$ cat src/rtl/match_check_pkg.sv
// ---------------------------------------------------------------------------
// match_check_pkg
// Shared definitions for the memory-card game: board geometry, the match
// checker state encoding, cursor/select stage definitions and small helpers
// for picking a card value or a board-position mask.
// ---------------------------------------------------------------------------
package match_check_pkg;

  // Board geometry
  localparam int N_CARDS = 16;
  localparam int CARD_W  = 4;
  localparam int IDX_W   = 4;
  localparam int BOARD_W = N_CARDS * CARD_W;

  // Match checker states
  typedef enum logic [2:0] {
    ST_IDLE      = 3'd0,
    ST_FIRST     = 3'd1,
    ST_COMPARE   = 3'd2,
    ST_SHOW_MISS = 3'd3,
    ST_DONE      = 3'd4
  } state_e;

  // Cursor/select stage definitions (shared with the stage feeding sel_valid)
  localparam int CURSOR_W = IDX_W;
  typedef enum logic [1:0] {
    CUR_NONE   = 2'd0,
    CUR_LEFT   = 2'd1,
    CUR_RIGHT  = 2'd2,
    CUR_SELECT = 2'd3
  } cursor_cmd_e;

  // Value of the card at board position idx
  function automatic logic [CARD_W-1:0] card_at(input logic [BOARD_W-1:0] board,
                                                input logic [IDX_W-1:0]   idx);
    card_at = board[idx*CARD_W +: CARD_W];
  endfunction

  // One-hot mask of board position idx
  function automatic logic [N_CARDS-1:0] idx_mask(input logic [IDX_W-1:0] idx);
    idx_mask = {{(N_CARDS-1){1'b0}}, 1'b1} << idx;
  endfunction

endpackage

$ cat src/rtl/match_check_hold_timer.sv
// ---------------------------------------------------------------------------
// hold_timer
// Down-counter that times how long a mismatched pair stays face up.
//   clk, rst     : clock, asynchronous active-high reset
//   load_i       : load load_val_i into the counter (takes priority)
//   load_val_i   : number of cycles to time (1..255)
//   done_o       : registered, high during the last counted cycle
// ---------------------------------------------------------------------------
module hold_timer #(
  parameter int CNT_W = 8
) (
  input  logic             clk,
  input  logic             rst,
  input  logic             load_i,
  input  logic [CNT_W-1:0] load_val_i,
  output logic             done_o
);

  logic [CNT_W-1:0] count_q, count_d;
  logic             done_q;

  // Next count: load, else count down to zero and stop
  always_comb begin
    count_d = count_q;
    if (load_i) begin
      count_d = load_val_i;
    end else if (count_q != {CNT_W{1'b0}}) begin
      count_d = count_q - {{(CNT_W-1){1'b0}}, 1'b1};
    end else begin
      count_d = count_q;
    end
  end

  // Counter and done flag; done is high while the count reads one
  always_ff @(posedge clk or posedge rst) begin
    if (rst) begin
      count_q <= {CNT_W{1'b0}};
      done_q  <= 1'b0;
    end else begin
      count_q <= count_d;
      done_q  <= (count_d == {{(CNT_W-1){1'b0}}, 1'b1});
    end
  end

  assign done_o = done_q;

endmodule

$ cat src/rtl/match_check.sv
// ---------------------------------------------------------------------------
// match_check
// Turn logic of a two-player memory game: latches two selected cards,
// compares them, scores matches and hides mismatches after a hold time.
//   clk, rst     : clock, asynchronous active-high reset
//   sel_valid    : one-cycle select pulse for the card at sel_idx
//   sel_idx      : board position 0..15
//   cards        : packed board, position k at bits [4k+3:4k]
//   busy         : comparing or holding a mismatch (selections ignored)
//   revealed     : face-up cards (includes matched ones)
//   matched      : cards removed as part of a found pair
//   player       : player to move
//   score0/1     : pairs found per player
//   match_pulse  : one-cycle pulse, pair matched
//   miss_pulse   : one-cycle pulse, pair did not match
//   game_over    : all cards matched, held until reset
// ---------------------------------------------------------------------------
module match_check
  import match_check_pkg::*;
#(
  parameter int HOLD_CYCLES = 4
) (
  input  logic         clk,
  input  logic         rst,
  input  logic         sel_valid,
  input  logic [3:0]   sel_idx,
  input  logic [63:0]  cards,
  output logic         busy,
  output logic [15:0]  revealed,
  output logic [15:0]  matched,
  output logic         player,
  output logic [3:0]   score0,
  output logic [3:0]   score1,
  output logic         match_pulse,
  output logic         miss_pulse,
  output logic         game_over
);

  state_e              state_q, state_d;
  logic [IDX_W-1:0]    idx1_q, idx1_d, idx2_q, idx2_d;
  logic [CARD_W-1:0]   val1_q, val1_d, val2_q, val2_d;
  logic [N_CARDS-1:0]  revealed_q, revealed_d, matched_q, matched_d;
  logic                player_q, player_d;
  logic [3:0]          score0_q, score0_d, score1_q, score1_d;
  logic                res_match_q, res_match_d, res_miss_q, res_miss_d;
  logic                match_pulse_q, match_pulse_d, miss_pulse_q, miss_pulse_d;
  logic                busy_q, busy_d;
  logic                game_over_q, game_over_d;
  logic                accept_s;
  logic                timer_load_s;
  logic                timer_done_s;

  hold_timer #(.CNT_W(8)) u_hold_timer (
    .clk        (clk),
    .rst        (rst),
    .load_i     (timer_load_s),
    .load_val_i (8'(HOLD_CYCLES)),
    .done_o     (timer_done_s)
  );

  // Next-state and output logic of the turn FSM
  always_comb begin
    state_d       = state_q;
    idx1_d        = idx1_q;
    idx2_d        = idx2_q;
    val1_d        = val1_q;
    val2_d        = val2_q;
    revealed_d    = revealed_q;
    matched_d     = matched_q;
    player_d      = player_q;
    score0_d      = score0_q;
    score1_d      = score1_q;
    res_match_d   = 1'b0;
    res_miss_d    = 1'b0;
    game_over_d   = game_over_q;
    timer_load_s  = 1'b0;
    // Result is decided at the end of COMPARE and shown one cycle later
    match_pulse_d = res_match_q;
    miss_pulse_d  = res_miss_q;

    // Only IDLE/FIRST take selections; matched cards and re-picking the
    // first card are ignored
    accept_s = sel_valid && !matched_q[sel_idx] &&
               ((state_q == ST_IDLE) ||
                ((state_q == ST_FIRST) && (sel_idx != idx1_q)));

    case (state_q)
      ST_IDLE: begin
        if (accept_s) begin
          idx1_d     = sel_idx;
          val1_d     = card_at(cards, sel_idx);
          revealed_d = revealed_q | idx_mask(sel_idx);
          state_d    = ST_FIRST;
        end else begin
          state_d    = ST_IDLE;
        end
      end
      ST_FIRST: begin
        if (accept_s) begin
          idx2_d     = sel_idx;
          val2_d     = card_at(cards, sel_idx);
          revealed_d = revealed_q | idx_mask(sel_idx);
          state_d    = ST_COMPARE;
        end else begin
          state_d    = ST_FIRST;
        end
      end
      ST_COMPARE: begin
        // Compares the latched values, so the live board no longer matters
        if (val1_q == val2_q) begin
          matched_d   = matched_q | idx_mask(idx1_q) | idx_mask(idx2_q);
          res_match_d = 1'b1;
          if (player_q) begin
            score1_d = score1_q + 4'd1;
          end else begin
            score0_d = score0_q + 4'd1;
          end
          if (&matched_d) begin
            game_over_d = 1'b1;
            state_d     = ST_DONE;
          end else begin
            state_d     = ST_IDLE;
          end
        end else begin
          res_miss_d   = 1'b1;
          timer_load_s = 1'b1;
          state_d      = ST_SHOW_MISS;
        end
      end
      ST_SHOW_MISS: begin
        if (timer_done_s) begin
          revealed_d = revealed_q & ~(idx_mask(idx1_q) | idx_mask(idx2_q));
          player_d   = ~player_q;
          state_d    = ST_IDLE;
        end else begin
          state_d    = ST_SHOW_MISS;
        end
      end
      ST_DONE: begin
        state_d = ST_DONE;
      end
      default: begin
        state_d = ST_IDLE;
      end
    endcase

    busy_d = (state_d == ST_COMPARE) || (state_d == ST_SHOW_MISS);
  end

  // State and registered outputs
  always_ff @(posedge clk or posedge rst) begin
    if (rst) begin
      state_q       <= ST_IDLE;
      idx1_q        <= 4'd0;
      idx2_q        <= 4'd0;
      val1_q        <= 4'd0;
      val2_q        <= 4'd0;
      revealed_q    <= 16'd0;
      matched_q     <= 16'd0;
      player_q      <= 1'b0;
      score0_q      <= 4'd0;
      score1_q      <= 4'd0;
      res_match_q   <= 1'b0;
      res_miss_q    <= 1'b0;
      match_pulse_q <= 1'b0;
      miss_pulse_q  <= 1'b0;
      busy_q        <= 1'b0;
      game_over_q   <= 1'b0;
    end else begin
      state_q       <= state_d;
      idx1_q        <= idx1_d;
      idx2_q        <= idx2_d;
      val1_q        <= val1_d;
      val2_q        <= val2_d;
      revealed_q    <= revealed_d;
      matched_q     <= matched_d;
      player_q      <= player_d;
      score0_q      <= score0_d;
      score1_q      <= score1_d;
      res_match_q   <= res_match_d;
      res_miss_q    <= res_miss_d;
      match_pulse_q <= match_pulse_d;
      miss_pulse_q  <= miss_pulse_d;
      busy_q        <= busy_d;
      game_over_q   <= game_over_d;
    end
  end

  assign busy        = busy_q;
  assign revealed    = revealed_q;
  assign matched     = matched_q;
  assign player      = player_q;
  assign score0      = score0_q;
  assign score1      = score1_q;
  assign match_pulse = match_pulse_q;
  assign miss_pulse  = miss_pulse_q;
  assign game_over   = game_over_q;

endmodule

$ cat config.mk
export PLATFORM = sky130hd
export DESIGN_NAME = match_check
export DESIGN_NICKNAME = d
export VERILOG_FILES = /design/src/rtl/match_check_pkg.sv /design/src/rtl/match_check_hold_timer.sv /design/src/rtl/match_check.sv
export SDC_FILE = /design/constraint.sdc
export NUM_CORES = 1
export LEC_CHECK = 0
export CORE_UTILIZATION = 48
export DETAILED_ROUTE_END_ITERATION = 8
export GPL_TIMING_DRIVEN = 0
export PLACE_DENSITY = 0.8
export SETUP_SLACK_MARGIN = 0.02
export SLEW_MARGIN = 20
export SYNTH_ARGS = -nofsm -noshare
export SYNTH_HDL_FRONTEND = slang
export SYNTH_SLANG_ARGS = --single-unit
export TNS_END_PERCENT = 50
$ cat constraint.sdc
create_clock -name clk -period 2.9 [get_ports clk]
set_clock_uncertainty 0.1 [all_clocks]
set_input_delay 0.58 -clock clk [delete_from_list [all_inputs] [get_ports clk]]
set_output_delay 0.58 -clock clk [all_outputs]
set_load 0.01 [all_outputs]
==> impl_results.rst, run 1 <==
.. list-table::
   :header-rows: 1

   * - Metric
     - Value
   * - Result of the run
     - complete, no violations
   * - Number of standard cells after synthesis
     - 359
   * - Synth top cells by count
     - 75 x dfrtp_1, 27 x nor2_1, 23 x mux4_2
   * - CTS resizes
     - 0
   * - Number of vias after detailed routing
     - 3435
   * - Timing-limited maximum frequency
     - 402 MHz
   * - Count of antenna-violating nets left after detailed routing
     - 0
   * - Drt pass-1 iters
     - 6
   * - Most common cell on crit path
     - a21oi_1
   * - Worst-path fanout max
     - 10
   * - Setup repair after global routing missed its margin
     - no
   * - Area Overhead vs Synth
     - 36.4%
   * - Period utilization
     - 85.8%
   * - Placed wire-length estimate after detailed placement
     - 8.35 mm
   * - Dominant cell by count in the synthesized netlist
     - dfrtp_1
   * - Share of final-layout standard cells stronger than drive strength 1
     - 14.8%
   * - TritonCTS clock tree
     - done
   * - Die Width
     - 94.8 um
   * - H-tree depth
     - 3
   * - Hold buffer count at CTS
     - 0
   * - Synthesized Nets
     - 434
   * - Core region area
     - 8260 sq um
   * - Setup tns final
     - 0 ns
   * - Count of buffers from port buffering
     - 112
   * - Data arrival time of the critical path
     - 2.65 ns
   * - Cell types with the largest area share after synthesis
     - dfrtp_1 45%, mux4_2 13%, mux2_2 4.1%
   * - WHS Path Cells
     - 0
   * - Buf+Inv Stages, Crit Path
     - 2
   * - Final core utilization
     - 68.2%
   * - Transition time at the pin with the least slew margin
     - 0.785 ns
   * - Crit start category
     - input pin
   * - Final critical path time including I/O delays and setup
     - 2.49 ns
   * - Clock latency reported for the late side of the worst-skew pair
     - 0.35 ns
   * - FP Rows
     - 33
   * - Antenna violations before repair
     - 0
   * - Ys async rst share
     - 100%
   * - Kind of path behind the tightest hold check
     - flip-flop to flip-flop
   * - Number of clock sinks seen by CTS
     - 75
   * - Category of the most critical setup path
     - input pin to flip-flop
   * - Cts bufs inserted
     - 9
   * - Crit end category
     - flip-flop
   * - Via count of the first global-routing pass
     - 3459
   * - Area of the die
     - 8980 sq um
   * - Setup Viol. Count Final
     - 0
   * - Number of DRC violations after detailed routing
     - 0
   * - Total routing resource utilization after global routing
     - 25.8%
   * - FF+latch area
     - 1880 sq um
   * - FF-to-FF path depth
     - 6
   * - Rel. slew slack
     - 47.5%
   * - Routed length per instance
     - 18.5 um
   * - Boundary Pins
     - 116
   * - Design Power
     - 2.29 mW
   * - Part of the Yosys area used for sequential elements
     - 45.4%
   * - Iteration-0 DRC Markers
     - 175
   * - Clock Tree Buf Depth
     - 2
   * - Hold_sp
     - match_pulse_d$_DFF_PP0_
   * - Netlist Area Pre-Place
     - 4130 sq um
   * - First-pass GRT wire length
     - 17.3 mm
   * - Highest-delay cell along the critical path
     - a2111oi_2
   * - Worst min-delay path endpoint
     - match_pulse$_DFF_PP0_
   * - Largest net degree at the start of global routing
     - 40
   * - R2r setup slk
     - 0.53 ns
   * - Largest stage delay, worst path
     - 0.65 ns
   * - Maximum ir drop on the vdd rail
     - 0.000321 V
   * - Effective utilization at floorplan
     - 50.0%
   * - Cell Pwr Density
     - 406 nW/um^2
   * - GR Overflow Total
     - 0
   * - Number of flops mapped to enable cells by yosys
     - 0
   * - Count of filler cells inserted in the layout
     - 667
   * - Area used by multi-input combinational logic
     - 2100 sq um
   * - Via density per instance
     - 5.80
   * - RR Startpoint
     - idx1_q[3]$_DFFE_PP0N_
   * - Clk pin slew, worst setup/hold paths
     - 0.07 ns
   * - Final Slew Violations
     - 0
   * - Number of flip-flops and latches in the synthesized netlist
     - 75
   * - Cells traversed along the worst timing path
     - clkdlybuf4s50_1 > clkbuf_1 > nand2_1 > a2111oi_2 > a21oi_1 > a21oi_1
   * - Total count of hold-check failures in the final report
     - 0
   * - Diodes inserted
     - 0
   * - Die height
     - 94.8 um
   * - Crit path max-delay family
     - compound AO/OA/AOI/OAI gates
   * - Leakage Power
     - 2.44 nW
   * - Maximum Capacitance Violations
     - 0
   * - Share of Yosys cell area claimed by the top area cell type
     - 45.4%
   * - Ys flop type
     - dfrtp_1
   * - Average cell area after synthesis
     - 11.5 sq um
   * - Setup Buffers After CTS
     - 0
   * - Wire length reported by the detailed router
     - 11.0 mm
   * - Yosys top cell by area
     - dfrtp_1
   * - Required time at the endpoint of the critical path
     - 3.07 ns
   * - Warnings from Yosys
     - 0
   * - GP Congestion
     - 1.03
   * - FF-to-FF End
     - game_over$_DFFE_PP0P_
   * - Final layout net count
     - 558
   * - Unique masters post-synth
     - 55
   * - Cell at the root of the clock tree
     - clkbuf_8
[report_power, final]
| group | total [mW] | switching (mW) | internal [mW] | leakage (nW) |
|---|---|---|---|---|
| Combinational | 0.284 | 0.115 | 0.169 | 1.30 |
| Sequential | 1.06 | 0.00508 | 1.05 | 1.02 |
| Clock | 0.944 | 0.382 | 0.562 | 0.119 |
| Total | 2.29 | 0.502 | 1.79 | 2.44 |
[stage by stage]
stage,instance area (sq um),hold slack (ns),setup WS (ns),std cells
global route,5640,0.269,0.363,592
finish,5640,0.265,0.411,592
detailed placement,5410,0.249,0.118,577
global placement,5380,0.232,-0.815,576
CTS,5640,0.269,0.446,592
floorplan,4130,0.231,0.310,359
[cells in the final DEF, fill, tap and decap left out, types with 2 or more instances in the layout]
cell type	n
a21o_1	9
a21oi_1	12
a221o_1	3
a221oi_1	5
a22oi_1	5
a2bb2oi_1	2
and4_1	2
buf_2	9
bufinv_16	3
clkbuf_1	6
clkbuf_8	9
clkdlybuf4s50_1	112
clkinv_2	3
dfrtp_1	75
ha_1	4
inv_1	17
mux2_1	4
mux2_2	15
mux4_2	23
nand2_1	20
nand2b_1	9
nand3_1	4
nand3b_1	3
nand4b_1	2
nor2_1	27
nor2b_1	10
nor3_1	7
nor3b_1	4
o2111ai_1	2
o211ai_1	2
o21ai_0	6
o21bai_1	4
o22a_1	2
o22ai_1	12
o2bb2ai_1	3
o32ai_1	4
or2_2	2
or4_1	2
xnor2_1	16
xor2_1	7
[worst max-delay path by stage]
stage,start,to,slack (ns),depth (start not counted)
floorplan,rst,busy$_DFF_PP0_,0.31,1
global placement,rst,revealed[12]$_DFFE_PP0P_,-0.81,2
detailed placement,sel_idx[3],revealed[13]$_DFFE_PP0P_,0.12,6
CTS,sel_idx[3],revealed[13]$_DFFE_PP0P_,0.45,6
global route,sel_idx[3],revealed[9]$_DFFE_PP0P_,0.36,6
finish,sel_idx[3],revealed[13]$_DFFE_PP0P_,0.41,6
[registers in the layout, summed over array words and instances, names as in the netlist, 3 cells and up]
register,count
val1_q,4
score0,4
revealed,16
matched,16
idx1_q,4
score1,4
state_q,3
u_hold_timer.count_q,8
val2_q,4
idx2_q,4
[cell type report]
cell class,instances,share of cell area [%]
buffer,18,1.60
clock buffer,9,2.20
clock inverter,6,1.87
inverter,18,1.24
multi-input combinational,248,37.2
sequential,75,33.3
tap,105,2.33
timing repair buffer,113,20.2
[metal layers]
layer	wire length [um]	GRT usage (%)
met1	4640	34.7
met5	0	0
met3	611	6.76
met4	178	6.44
met2	5550	41.5
[kinds of logic after synthesis]
logic type / after synthesis / synth area share (%)
xor+xnor: 23 / 4.88
compound gates: 80 / 14.1
mux: 42 / 17.7
simple gates: 99 / 12.8
flops: 75 / 45.4
buf+inv: 36 / 3.82
fa+ha+maj: 4 / 1.21
No activity file was read; power rests on OpenSTA's default activity.
==> inputs of run 2 (changes only) <==
--- a/config.mk
+++ b/config.mk
@@ -5,11 +5,13 @@
 export SDC_FILE = /design/constraint.sdc
 export NUM_CORES = 1
 export LEC_CHECK = 0
+export ABC_CLOCK_PERIOD_IN_PS = 2900
 export CORE_UTILIZATION = 48
 export DETAILED_ROUTE_END_ITERATION = 8
 export GPL_TIMING_DRIVEN = 0
-export PLACE_DENSITY = 0.8
+export PLACE_DENSITY_LB_ADDON = 0.05
 export SETUP_SLACK_MARGIN = 0.02
+export SKIP_CTS_REPAIR_TIMING = 1
 export SLEW_MARGIN = 20
 export SYNTH_ARGS = -nofsm -noshare
 export SYNTH_HDL_FRONTEND = slang
==> impl_results.rst, run 2 (synthesis gave the netlist of run 1 again) <==
.. list-table::
   :header-rows: 1

   * - Metric
     - Value
   * - Number of DRC violations after detailed routing
     - 0 (unchanged)
   * - Count of buffers from port buffering
     - 112 (unchanged)
   * - Buf+Inv Stages, Crit Path
     - 2 (unchanged)
   * - Total routing resource utilization after global routing
     - 25.4% (was 25.8%)
   * - Area of the die
     - 8980 sq um (unchanged)
   * - Wire length reported by the detailed router
     - 10.8 mm (was 11.0 mm)
   * - Number of non-filler instances in the completed layout
     - 593 (was 592)
   * - Count of filler cells inserted in the layout
     - 615 (was 667)
   * - Cts bufs inserted
     - 9 (unchanged)
   * - GP Congestion
     - 0.891 (was 1.03)
   * - Highest-delay cell along the critical path
     - a2111oi_2 (unchanged)
   * - Leakage Power
     - 2.43 nW (was 2.44 nW)
   * - Setup Viol. Count Final
     - 0 (unchanged)
   * - Cell Count Post-Placement
     - 577 (unchanged)
   * - GR Overflow Total
     - 0 (unchanged)
   * - Final Slew Violations
     - 0 (unchanged)
   * - Via density per instance
     - 5.83 (was 5.80)
   * - Antenna violations before repair
     - 0 (unchanged)
   * - Clock Tree Buf Depth
     - 2 (unchanged)
   * - Tightest hold margin
     - 0.256 ns (was 0.265 ns)
   * - Effective utilization at floorplan
     - 50.0% (unchanged)
   * - Placed wire-length estimate after detailed placement
     - 8.29 mm (was 8.35 mm)
   * - Final Cell Area
     - 5620 sq um (was 5640 sq um)
   * - Design Power
     - 2.23 mW (was 2.29 mW)
   * - Number of clock sinks seen by CTS
     - 75 (unchanged)
   * - Rel. slew slack
     - 47.0% (was 47.5%)
   * - Period utilization
     - 85.6% (was 85.8%)
   * - FP Rows
     - 33 (unchanged)
   * - Commonest cells after routing, fill and taps aside
     - 112 x clkdlybuf4s50_1, 75 x dfrtp_1, 27 x nor2_1 (unchanged)
   * - Result of the run
     - complete, no violations (unchanged)
   * - First-pass GRT wire length
     - 17.2 mm (was 17.3 mm)
   * - Die Width
     - 94.8 um (unchanged)
   * - Area Overhead vs Synth
     - 36.1% (was 36.4%)
   * - Die height
     - 94.8 um (unchanged)
   * - Cells traversed along the worst timing path
     - clkdlybuf4s50_1 > clkbuf_1 > nand2_1 > a2111oi_2 > a31oi_1 > a21oi_1 (was clkdlybuf4s50_1 > clkbuf_1 > nand2_1 > a2111oi_2 > a21oi_1 > a21oi_1)
   * - Cell Pwr Density
     - 396 nW/um^2 (was 406 nW/um^2)
   * - Final core utilization
     - 68.1% (was 68.2%)
   * - Routed length per instance
     - 18.2 um (was 18.5 um)
   * - Via count of the first global-routing pass
     - 3472 (was 3459)
   * - Final critical path time including I/O delays and setup
     - 2.48 ns (was 2.49 ns)
   * - Kind of path behind the tightest hold check
     - flip-flop to flip-flop (unchanged)
   * - Timing-limited maximum frequency
     - 403 MHz (was 402 MHz)
   * - Leading cell type in the layout, fill and taps excluded
     - clkdlybuf4s50_1 (unchanged)
   * - Share of final-layout standard cells stronger than drive strength 1
     - 14.5% (was 14.8%)
   * - Iteration-0 DRC Markers
     - 115 (was 175)
   * - Core region area
     - 8260 sq um (unchanged)
   * - Maximum Capacitance Violations
     - 0 (unchanged)
   * - Count of antenna-violating nets left after detailed routing
     - 0 (unchanged)
   * - Number of vias after detailed routing
     - 3456 (was 3435)
   * - Worst-path fanout max
     - 10 (unchanged)
   * - Crit start category
     - input pin (unchanged)
   * - Category of the most critical setup path
     - input pin to flip-flop (unchanged)
   * - Largest net degree at the start of global routing
     - 39 (was 40)
   * - Largest stage delay, worst path
     - 0.66 ns (was 0.65 ns)
   * - Clk pin slew, worst setup/hold paths
     - 0.08 ns (was 0.07 ns)
   * - Diodes inserted
     - 0 (unchanged)
   * - Crit end category
     - flip-flop (unchanged)
   * - Total placed instance area
     - 5410 sq um (unchanged)
   * - Drt pass-1 iters
     - 4 (was 6)
   * - H-tree depth
     - 3 (unchanged)
   * - Clock latency reported for the late side of the worst-skew pair
     - 0.36 ns (was 0.35 ns)
   * - TritonCTS clock tree
     - done (unchanged)
   * - Cell at the root of the clock tree
     - clkbuf_8 (unchanged)
   * - Data arrival time of the critical path
     - 2.66 ns (was 2.65 ns)
   * - Setup repair after global routing missed its margin
     - no (unchanged)
   * - Maximum ir drop on the vdd rail
     - 0.000192 V (was 0.000321 V)
   * - Transition time at the pin with the least slew margin
     - 0.793 ns (was 0.785 ns)
   * - Required time at the endpoint of the critical path
     - 3.08 ns (was 3.07 ns)
   * - Boundary Pins
     - 116 (unchanged)
   * - Final layout net count
     - 558 (unchanged)
   * - Total count of hold-check failures in the final report
     - 0 (unchanged)
   * - Crit path max-delay family
     - buffers and inverters (was compound AO/OA/AOI/OAI gates)
[run 2: final cells by class]
cell class	instances	area, sq um	share of cell area, %
buffer	18	90.1	1.60
clock buffer	11	131	2.34
clock inverter	5	86.3	1.54
inverter	18	70.1	1.25
multi-input combinational	248	2100	37.3
sequential	75	1880	33.4
tap	105	131	2.34
timing repair buffer	113	1140	20.3
[run 2: routing by layer]
metal / GRT usage (%) / vias up / routed length [um]
li1: - / 1589 / -
met1: 34.5 / 1729 / 4750
met2: 41.4 / 124 / 5380
met3: 5.23 / 14 / 564
met4: 6.57 / 0 / 119
met5: 0 / - / 0
[run 2: worst reg2reg max path: cells and delay by family, from the launching register on]
kind | cells | cell delay (ns)
simple gates | 2 | 0.80
buf+inv | 1 | 0.18
compound gates | 3 | 0.95
flops | 1 | 0.36
[run 2: stage by stage]
step                      setup WS [ns]  TNS, ns
after floorplan                   0.310        0
final                             0.417        0
after global routing              0.239        0
after detailed placement         0.0869        0
after CTS                         0.471        0
after global placement           -0.891   -66.46
[run 2: final timing paths]
| kind | start | end | slack (ns) | depth (start not counted) |
|---|---|---|---|---|
| setup / recovery | sel_idx[3] | revealed[15]$_DFFE_PP0P_ | 0.42 | 6 |
| hold / removal | miss_pulse_d$_DFF_PP0_ | miss_pulse$_DFF_PP0_ | 0.26 | 0 |
| setup reg to reg | idx1_q[3]$_DFFE_PP0N_ | game_over$_DFFE_PP0P_ | 0.44 | 6 |
| hold reg to reg | miss_pulse_d$_DFF_PP0_ | miss_pulse$_DFF_PP0_ | 0.26 | 0 |
| max in group asynchronous | rst | idx2_q[2]$_DFFE_PP0P_ | 1.61 | 3 |
| min in group asynchronous | rst | game_over$_DFFE_PP0P_ | 0.51 | 2 |
[run 2: power breakdown]
group | internal, mW | leakage [nW] | total [mW] | switching [mW]
Combinational | 0.169 | 1.30 | 0.284 | 0.115
Clock | 0.491 | 0.108 | 0.886 | 0.395
Sequential | 1.05 | 1.02 | 1.06 | 0.00498
Total | 1.72 | 2.43 | 2.23 | 0.514
